### src/rtl/logic_op_pipeline_pkg.sv
// rtl/logic_op_pipeline_pkg.sv - shared types, defaults and the bitwise operation helper
package logic_op_pipeline_pkg;

   localparam int DEFAULT_WIDTH     = 8;
   localparam int DEFAULT_IN_STAGES = 1;
   localparam int MAX_WIDTH         = 64;

   typedef enum logic [1:0] {
      OP_AND  = 2'b00,
      OP_OR   = 2'b01,
      OP_XOR  = 2'b10,
      OP_NAND = 2'b11
   } op_e;

   // Operates at MAX_WIDTH; callers zero-extend operands and truncate the result.
   function automatic logic [MAX_WIDTH-1:0] apply_op(
      input logic [MAX_WIDTH-1:0] a,
      input logic [MAX_WIDTH-1:0] b,
      input op_e                  op
   );
      case (op)
         OP_AND:  return a & b;
         OP_OR:   return a | b;
         OP_XOR:  return a ^ b;
         default: return ~(a & b);
      endcase
   endfunction

endpackage

### src/rtl/logic_op_pipeline_if.sv
// rtl/logic_op_pipeline_if.sv - operand/result stream bundle with master and slave views
interface logic_op_pipeline_if #(
   parameter int WIDTH = logic_op_pipeline_pkg::DEFAULT_WIDTH
);
   import logic_op_pipeline_pkg::*;

   logic [WIDTH-1:0] a_in;
   logic [WIDTH-1:0] b_in;
   logic [1:0]       op_in;
   logic             valid_in;
   logic             ready_out;
   logic [WIDTH-1:0] q_out;
   logic             valid_out;
   logic             ready_in;

   modport master (
      output a_in, b_in, op_in, valid_in, ready_in,
      input  ready_out, q_out, valid_out
   );

   modport slave (
      input  a_in, b_in, op_in, valid_in, ready_in,
      output ready_out, q_out, valid_out
   );

endinterface

### src/rtl/logic_op_pipeline_pipe_slice.sv
// rtl/logic_op_pipeline_pipe_slice.sv - one valid/ready register slice with bubble collapsing
module pipe_slice #(
   parameter int DW = 8
) (
   input  logic          clk,
   input  logic          reset_n,
   input  logic          s_tvalid,
   output logic          s_tready,
   input  logic [DW-1:0] s_tdata,
   output logic          m_tvalid,
   input  logic          m_tready,
   output logic [DW-1:0] m_tdata
);

   logic load;

   // An empty slice always loads, so bubbles are squeezed out under backpressure.
   assign load     = !m_tvalid || m_tready;
   assign s_tready = load;

   always_ff @(posedge clk or negedge reset_n) begin
      if (!reset_n) begin
         m_tvalid <= 1'b0;
         m_tdata  <= '0;
      end else if (load) begin
         m_tvalid <= s_tvalid;
         if (s_tvalid) begin
            m_tdata <= s_tdata;
         end
      end
   end

endmodule

### src/rtl/logic_op_pipeline.sv
// rtl/logic_op_pipeline.sv - operand register chain followed by a registered bitwise op result
module logic_op_pipeline
   import logic_op_pipeline_pkg::*;
#(
   parameter int WIDTH     = DEFAULT_WIDTH,
   parameter int IN_STAGES = DEFAULT_IN_STAGES
) (
   input  logic               clk,
   input  logic               reset_n,
   logic_op_pipeline_if.slave bus
);

   localparam int OPW = 2*WIDTH + 2;

   logic             res_in_ready;
   logic             last_valid;
   logic [OPW-1:0]   last_data;
   logic [WIDTH-1:0] op_a;
   logic [WIDTH-1:0] op_b;
   op_e              op_sel;
   logic [WIDTH-1:0] res_d;

   genvar k;
   generate
      for (k = 0; k < IN_STAGES; k++) begin : g_stage
         logic           in_valid;
         logic           in_ready;
         logic [OPW-1:0] in_data;
         logic           out_valid;
         logic           out_ready;
         logic [OPW-1:0] out_data;

         if (k == 0) begin : g_head
            assign in_valid      = bus.valid_in;
            assign in_data       = {bus.a_in, bus.b_in, bus.op_in};
            assign bus.ready_out = in_ready;
         end else begin : g_link
            assign in_valid = g_stage[k-1].out_valid;
            assign in_data  = g_stage[k-1].out_data;
         end

         if (k == IN_STAGES-1) begin : g_tail
            assign out_ready = res_in_ready;
         end else begin : g_fwd
            assign out_ready = g_stage[k+1].in_ready;
         end

         pipe_slice #(.DW(OPW)) u_slice (
            .clk      (clk),
            .reset_n  (reset_n),
            .s_tvalid (in_valid),
            .s_tready (in_ready),
            .s_tdata  (in_data),
            .m_tvalid (out_valid),
            .m_tready (out_ready),
            .m_tdata  (out_data)
         );
      end
   endgenerate

   assign last_valid = g_stage[IN_STAGES-1].out_valid;
   assign last_data  = g_stage[IN_STAGES-1].out_data;

   // The op travels with its operands, so later op_in changes never touch this result.
   assign op_a   = last_data[OPW-1 -: WIDTH];
   assign op_b   = last_data[2 +: WIDTH];
   assign op_sel = op_e'(last_data[1:0]);
   assign res_d  = WIDTH'(apply_op(MAX_WIDTH'(op_a), MAX_WIDTH'(op_b), op_sel));

   pipe_slice #(.DW(WIDTH)) u_result (
      .clk      (clk),
      .reset_n  (reset_n),
      .s_tvalid (last_valid),
      .s_tready (res_in_ready),
      .s_tdata  (res_d),
      .m_tvalid (bus.valid_out),
      .m_tready (bus.ready_in),
      .m_tdata  (bus.q_out)
   );

endmodule

### src/flat_wrapper.sv
// flat-port wrapper written by rule: the top's interface ports become plain ports
module logic_op_pipeline_flat import logic_op_pipeline_pkg::*;
#(
   parameter int WIDTH     = DEFAULT_WIDTH,
   parameter int IN_STAGES = DEFAULT_IN_STAGES
)
  (clk, reset_n, bus_a_in, bus_b_in, bus_op_in, bus_valid_in, bus_ready_in, bus_ready_out, bus_q_out, bus_valid_out);
  logic_op_pipeline_if #(.WIDTH(WIDTH)) bus_i ();
  input  logic clk;
  input  logic reset_n;
  input wire logic [$bits(bus_i.a_in)-1:0] bus_a_in;
  input wire logic [$bits(bus_i.b_in)-1:0] bus_b_in;
  input wire logic [$bits(bus_i.op_in)-1:0] bus_op_in;
  input wire logic [$bits(bus_i.valid_in)-1:0] bus_valid_in;
  input wire logic [$bits(bus_i.ready_in)-1:0] bus_ready_in;
  output wire logic [$bits(bus_i.ready_out)-1:0] bus_ready_out;
  output wire logic [$bits(bus_i.q_out)-1:0] bus_q_out;
  output wire logic [$bits(bus_i.valid_out)-1:0] bus_valid_out;
  assign bus_i.a_in = bus_a_in;
  assign bus_i.b_in = bus_b_in;
  assign bus_i.op_in = bus_op_in;
  assign bus_i.valid_in = bus_valid_in;
  assign bus_i.ready_in = bus_ready_in;
  assign bus_ready_out = bus_i.ready_out;
  assign bus_q_out = bus_i.q_out;
  assign bus_valid_out = bus_i.valid_out;
  logic_op_pipeline #(.WIDTH(WIDTH), .IN_STAGES(IN_STAGES)) u_core (.clk(clk), .reset_n(reset_n), .bus(bus_i));
endmodule
### config.mk
export PLATFORM = sky130hd
export DESIGN_NAME = logic_op_pipeline_flat
export DESIGN_NICKNAME = d
export VERILOG_FILES = /design/src/rtl/logic_op_pipeline_pkg.sv /design/src/rtl/logic_op_pipeline_if.sv /design/src/rtl/logic_op_pipeline_pipe_slice.sv /design/src/rtl/logic_op_pipeline.sv /design/src/flat_wrapper.sv
export SDC_FILE = /design/constraint.sdc
export NUM_CORES = 1
export LEC_CHECK = 0
export CORE_MARGIN = 3
export CORE_UTILIZATION = 52
export CTS_CLUSTER_SIZE = 10
export DETAILED_ROUTE_END_ITERATION = 12
export PLACE_DENSITY = 0.83
export SLEW_MARGIN = 25
export SYNTH_ARGS = -nofsm -noshare
export SYNTH_HDL_FRONTEND = slang
export SYNTH_SLANG_ARGS = --single-unit
export TNS_END_PERCENT = 30
### constraint.sdc
create_clock -name clk -period 2.3 [get_ports clk]
set_input_delay 0.46 -clock clk [delete_from_list [all_inputs] [get_ports clk]]
set_output_delay 0.46 -clock clk [all_outputs]
set_load 0.1 [all_outputs]
Yosys cells after proc, flatten, opt, wreduce, memory -nomap -nowiden
Index checks and enable logic that the tools add are counted.
{ "op_classes": {"mux": 1, "n_reduce_logical": 7, "eq_ne": 2, "bitwise_logic": 4} }
{ "op_table": {"columns": ["operator", "n"], "rows": [
  ["case mux 8 bit (3 select lines)", 1],
  ["AND 8 bit", 1],
  ["NOT 8 bit", 1],
  ["OR 8 bit", 1],
  ["XOR 8 bit", 1],
  ["AND reduction 2 bit", 2],
  ["== test 2 x 1 -> 1 bit (second input constant)", 1],
  ["== test 2 bit (second input constant)", 1],
  ["zero test 1 bit", 2],
  ["zero test 2 bit", 1],
  ["logical OR 1 bit", 2]
]} }
{ "totals": {"ff_bits": 28, "in_bits": 22, "word_cells": 18} }

Longest topological paths before layout
{ "depth": {"ltp_word": 4, "ltp_mapped": 5} }

By module
Synthesis repeated with hierarchy kept, for this count alone.
{ "hier_totals": {"hier_cells": 148, "hier_area_um2": 1727.9} }
{ "modules_own_cells": {"columns": ["module", "area_each_um2", "seq_area_each_um2", "instances", "cells_each"], "rows": [
  ["pipe_slice at u_core.g_stage[0].u_slice", 758.2, 475.5, 1, 41],
  ["logic_op_pipeline", 584.3, 0.0, 1, 87],
  ["pipe_slice at u_core.u_result", 385.4, 225.2, 1, 20]
]} }

Worst setup path before layout
No wires, ideal clock.
{ "synth_timing": {"kind": "reg2reg", "start": "register u_core.u_result.m_tvalid", "end": "register u_core.g_stage[0].u_slice.m_tdata[0]", "slack_ns": -0.018, "n_path_buf": 1, "setup_ns": 0.125, "t_arrival_ns": 2.193, "stages_incl_launch_ff": 5, "path_cell_list": "dfrtp_1 -> nand3b_4 -> nand2_8 -> buf_12 -> mux2_4"} }
{ "synth_via": {"elab_chain_cells": 4} }
{ "synth_lines": {"columns": ["element", "line_no", "text"], "rows": [
  ["start, declared", "logic_op_pipeline_pipe_slice.sv:10", "output logic m_tvalid,"],
  ["start signal, assigned", "logic_op_pipeline_pipe_slice.sv:26", "m_tvalid <= s_tvalid;"],
  ["zero test 1 bit", "logic_op_pipeline_pipe_slice.sv:18", "assign load = !m_tvalid || m_tready;"],
  ["logical OR 1 bit (2 in series)", "logic_op_pipeline_pipe_slice.sv:18", null],
  ["via bus_ready_out", "flat_wrapper.sv:16", "output wire logic [$bits(bus_i.ready_out)-1:0] bus_ready_out;"],
  ["AND reduction 2 bit (no line)", null, null],
  ["end signal, assigned", "logic_op_pipeline_pipe_slice.sv:28", "m_tdata <= s_tdata;"],
  ["end, declared", "logic_op_pipeline_pipe_slice.sv:12", "output logic [DW-1:0] m_tdata"]
]} }
The timed path passes the listed nets, and every way through them passes these cells.
A chain may end at the register's enable or synchronous reset.

Final worst setup path
{ "layout_timing": {"start": "input bus_ready_in", "end": "output bus_ready_out"} }
{ "layout_via": {"elab_chain_cells": 2} }
{ "layout_lines": {"columns": ["element", "line_no", "text"], "rows": [
  ["start, declared", "flat_wrapper.sv:15", "input wire logic [$bits(bus_i.ready_in)-1:0] bus_ready_in;"],
  ["logical OR 1 bit (2 in series)", "logic_op_pipeline_pipe_slice.sv:18", null],
  ["end, declared", "flat_wrapper.sv:16", null]
]} }
Every way passes these cells.

==> metrics.md <==
| Metric | Value |
|---|---|
| Drt first pass iters | 4 |
| Final Max Tran Viols | 0 |
| Crit path depth | 3 |
| Worst path cell trace | clkdlybuf4s50_1 -> nand3b_4 -> buf_12 |
| Global route overflow | 0 |
| CTS Hold Bufs | 0 |
| Port bufs | 31 |
| Vias in the first global route | 1099 |
| Seq cells post-synth | 28 |
| Tcrit/Tclk final | 0.783 |
| Largest fanout on the critical path | 3 |
| Num rows | 19 |
| Syn nets | 179 |
| Die area | 0.00394 mm^2 |
| Drt wl/cell | 14.3 um |
| Crit path to | bus_ready_out |
| Pre-CTS setup slack | 0.479 ns |
| Clk buf depth | 2 |
| Final #Nets | 212 |
| Ys Warns | 0 |
| WHS | 0.480 ns |
| CP max stage delay | 0.50 ns |
| Post-Layout Cell Count | 215 |
| Average size of a mapped cell | 11.9 um^2 |
| Worst Path Buf+Inv | 2 |
| Worst-Margin Slew | 0.788 ns |
| Final hold viol count | 0 |
| Die X | 62.8 um |
| Total track usage | 0.160 |
| CP startpoint | bus_ready_in |
| Core box area | 0.00290 mm^2 |
| Post-CTS resize count | 0 |
| Placed insts | 211 |
| Final WS setup | 0.498 ns |
| Final Skew | 0.00463 ns |
| Setup Viol. Count Final | 0 |
| Slowest CP cell | clkdlybuf4s50_1 |
| Sequential fraction of the synthesis area | 0.418 |
| CTS Buf Count | 3 |
| Post-Syn Instances | 141 |
| Unrepaired setup endpoints after global routing | no |
| Share of cells above drive strength 1 | 0.254 |
| Outcome | finished, final reports clean |
| Starting DRT DRC Count | 59 |
| Drc violations | 0 |
| Diodes inserted | 0 |
| Number of H-tree levels | 1 |
| Maximum VDD drop | 0.421 mV |
| Die Y | 62.8 um |
| Starting Density | 0.578 |
| Max-Cap Viols | 0 |
| Largest cells by area after synthesis | dfrtp_1, ha_1, mux2_4, mux2_2, mux2i_1 |
| First-pass GRT wire length | 5000 um |
| Worst Path Arrival | 1.34 ns |
| Boundary Pins | 32 |
| CTS tree | yes |
| CTS Sinks | 28 |
| GPL Wtd Cong | 0.719 |
| Via density | 5.28 |
| Reg2reg setup slack | 0.67 ns |
| Launch point of the worst reg-to-reg path | u_core.g_stage[0].u_slice.m_tdata[1] |
| R2r endpoint | u_core.u_result.m_tdata[7] |
| Overall routed net length | 3080 um |
| Mapped Area | 0.00168 mm^2 |
| Area Growth Syn to Fin | 22.2% |
| Pleak | 0.000993 uW |
| Dpl hpwl | 2280 um |
| PnR Total Power | 1840 uW |
| Post-route ant nets | 0 |
| Slew HR | 0.475 |
| Initial antenna violation count | 0 |
| Crit-path leading delay family | buffers and inverters |
| Total Negative Setup Slacks | 0 ns |
| Synth top area share | 0.418 |
| Startpoint Class | input pin |
| WS Path Type | input pin to output port |
| Clock root buffer | clkbuf_4 |
| Area leader, netlist | dfrtp_1 |
| Reg clk slew, reported paths | 0.15 ns |
| Fmax | 555 MHz |
| Number of vias in the routed layout | 1136 |
| Netlist cell types | 22 |
| Final Critical Period | 1.80 ns |
| Worst skew pair latency | 0.33 ns |
| Largest net degree at the start of global routing | 29 |
| Reg2reg path depth | 3 |
| HP Class | input pin to async pin |
| Req. time, crit path | 1.84 ns |
| Power Density | 900 mW/mm^2 |
| Setup bufs post-CTS | 0 |
| Crit. End Element | output port |
-- cell type report --
cell class / count / area, um^2
clock buffers: 3 / 22.5
clock inverters: 1 / 30.0
fillers: 220 / 853
inverters: 18 / 67.6
multi-input cells: 91 / 867
flip-flops and latches: 28 / 702
well taps: 42 / 52.6
repair buffers: 32 / 305
-- registers in the layout, indices dropped and copies added, names as in the netlist --
signal / cells
u_core.u_result.m_tdata: 8
u_core.u_result.m_tvalid: 1
u_core.g_stage.u_slice.m_tvalid: 1
u_core.g_stage.u_slice.m_tdata: 18
-- layout by cell type, fill, tap and decap left out --
cell             instances
buf_4                   10
dfrtp_2                  1
bufinv_16                1
mux2_4                  10
nand2_1                  5
o211ai_1                 4
nand3b_4                 1
inv_1                   18
ha_1                    16
dfrtp_1                 27
a211o_1                  1
mux2_2                  12
o31ai_1                  6
clkbuf_4                 3
nand2_8                  1
or2b_1                   1
o21ai_0                 12
nand2b_1                 1
buf_12                   1
mux2i_1                  8
or2_2                    3
clkdlybuf4s50_1         21
a41oi_2                  1
nor2b_1                  4
a21oi_1                  5
-- routing by layer --
metal,GRT usage,vias to the layer above,share of wire
li1,-,551,-
met1,0.194,560,0.42
met2,0.284,20,0.53
met3,0.0270,5,0.036
met4,0.0579,0,0.012
met5,0,-,0
-- worst register-to-register path, cell delays in order, from the launching register on --
cell	delay, ns
dfrtp_1	0.89
mux2_2	0.41
mux2i_1	0.12
o21ai_0	0.11
-- kinds of logic (layout without fill, tap and decap cells) --
logic type	count (synthesis)	after routing	synth area share
mux	30	30	0.218
compound gates	29	29	0.111
flops	28	28	0.418
simple gates	16	16	0.0695
buf+inv	22	54	0.0642
fa+ha+maj	16	16	0.119
-- worst min-delay path by stage --
stage	slack, ns	to	startpoint
4_1_cts	0.48	u_core.g_stage[0].u_slice.m_tdata[16]	reset_n
2_1_floorplan	0.16	u_core.g_stage[0].u_slice.m_tdata[0]	reset_n
3_5_place_dp	0.53	u_core.g_stage[0].u_slice.m_tdata[11]	u_core.g_stage[0].u_slice.m_tdata[11]
6_report	0.48	u_core.g_stage[0].u_slice.m_tdata[16]	reset_n
3_3_place_gp	0.49	u_core.u_result.m_tdata[7]	u_core.u_result.m_tdata[7]
5_1_grt	0.49	u_core.g_stage[0].u_slice.m_tdata[16]	reset_n
-- metrics by stage --
stage	utilization	instance area, um^2
3_5_place_dp	0.688	1990
4_1_cts	0.706	2050
2_1_floorplan	-	1680
3_3_place_gp	0.688	1990
6_report	0.706	2050
5_1_grt	0.706	2050
-- Yosys cell counts, drive strengths merged --
library cell / number
a211o: 1
a21oi: 5
a41oi: 1
buf: 4
dfrtp: 28
ha: 16
inv: 18
mux2: 22
mux2i: 8
nand2: 6
nand2b: 1
nand3b: 1
nor2b: 4
o211ai: 4
o21ai: 12
o31ai: 6
or2: 3
or2b: 1
-- report_power, final --
part / switching, uW / internal (uW)
combinational: 545 / 286
clock: 148 / 176
sequential: 99.1 / 587
Power figures use the tool's default switching activity.
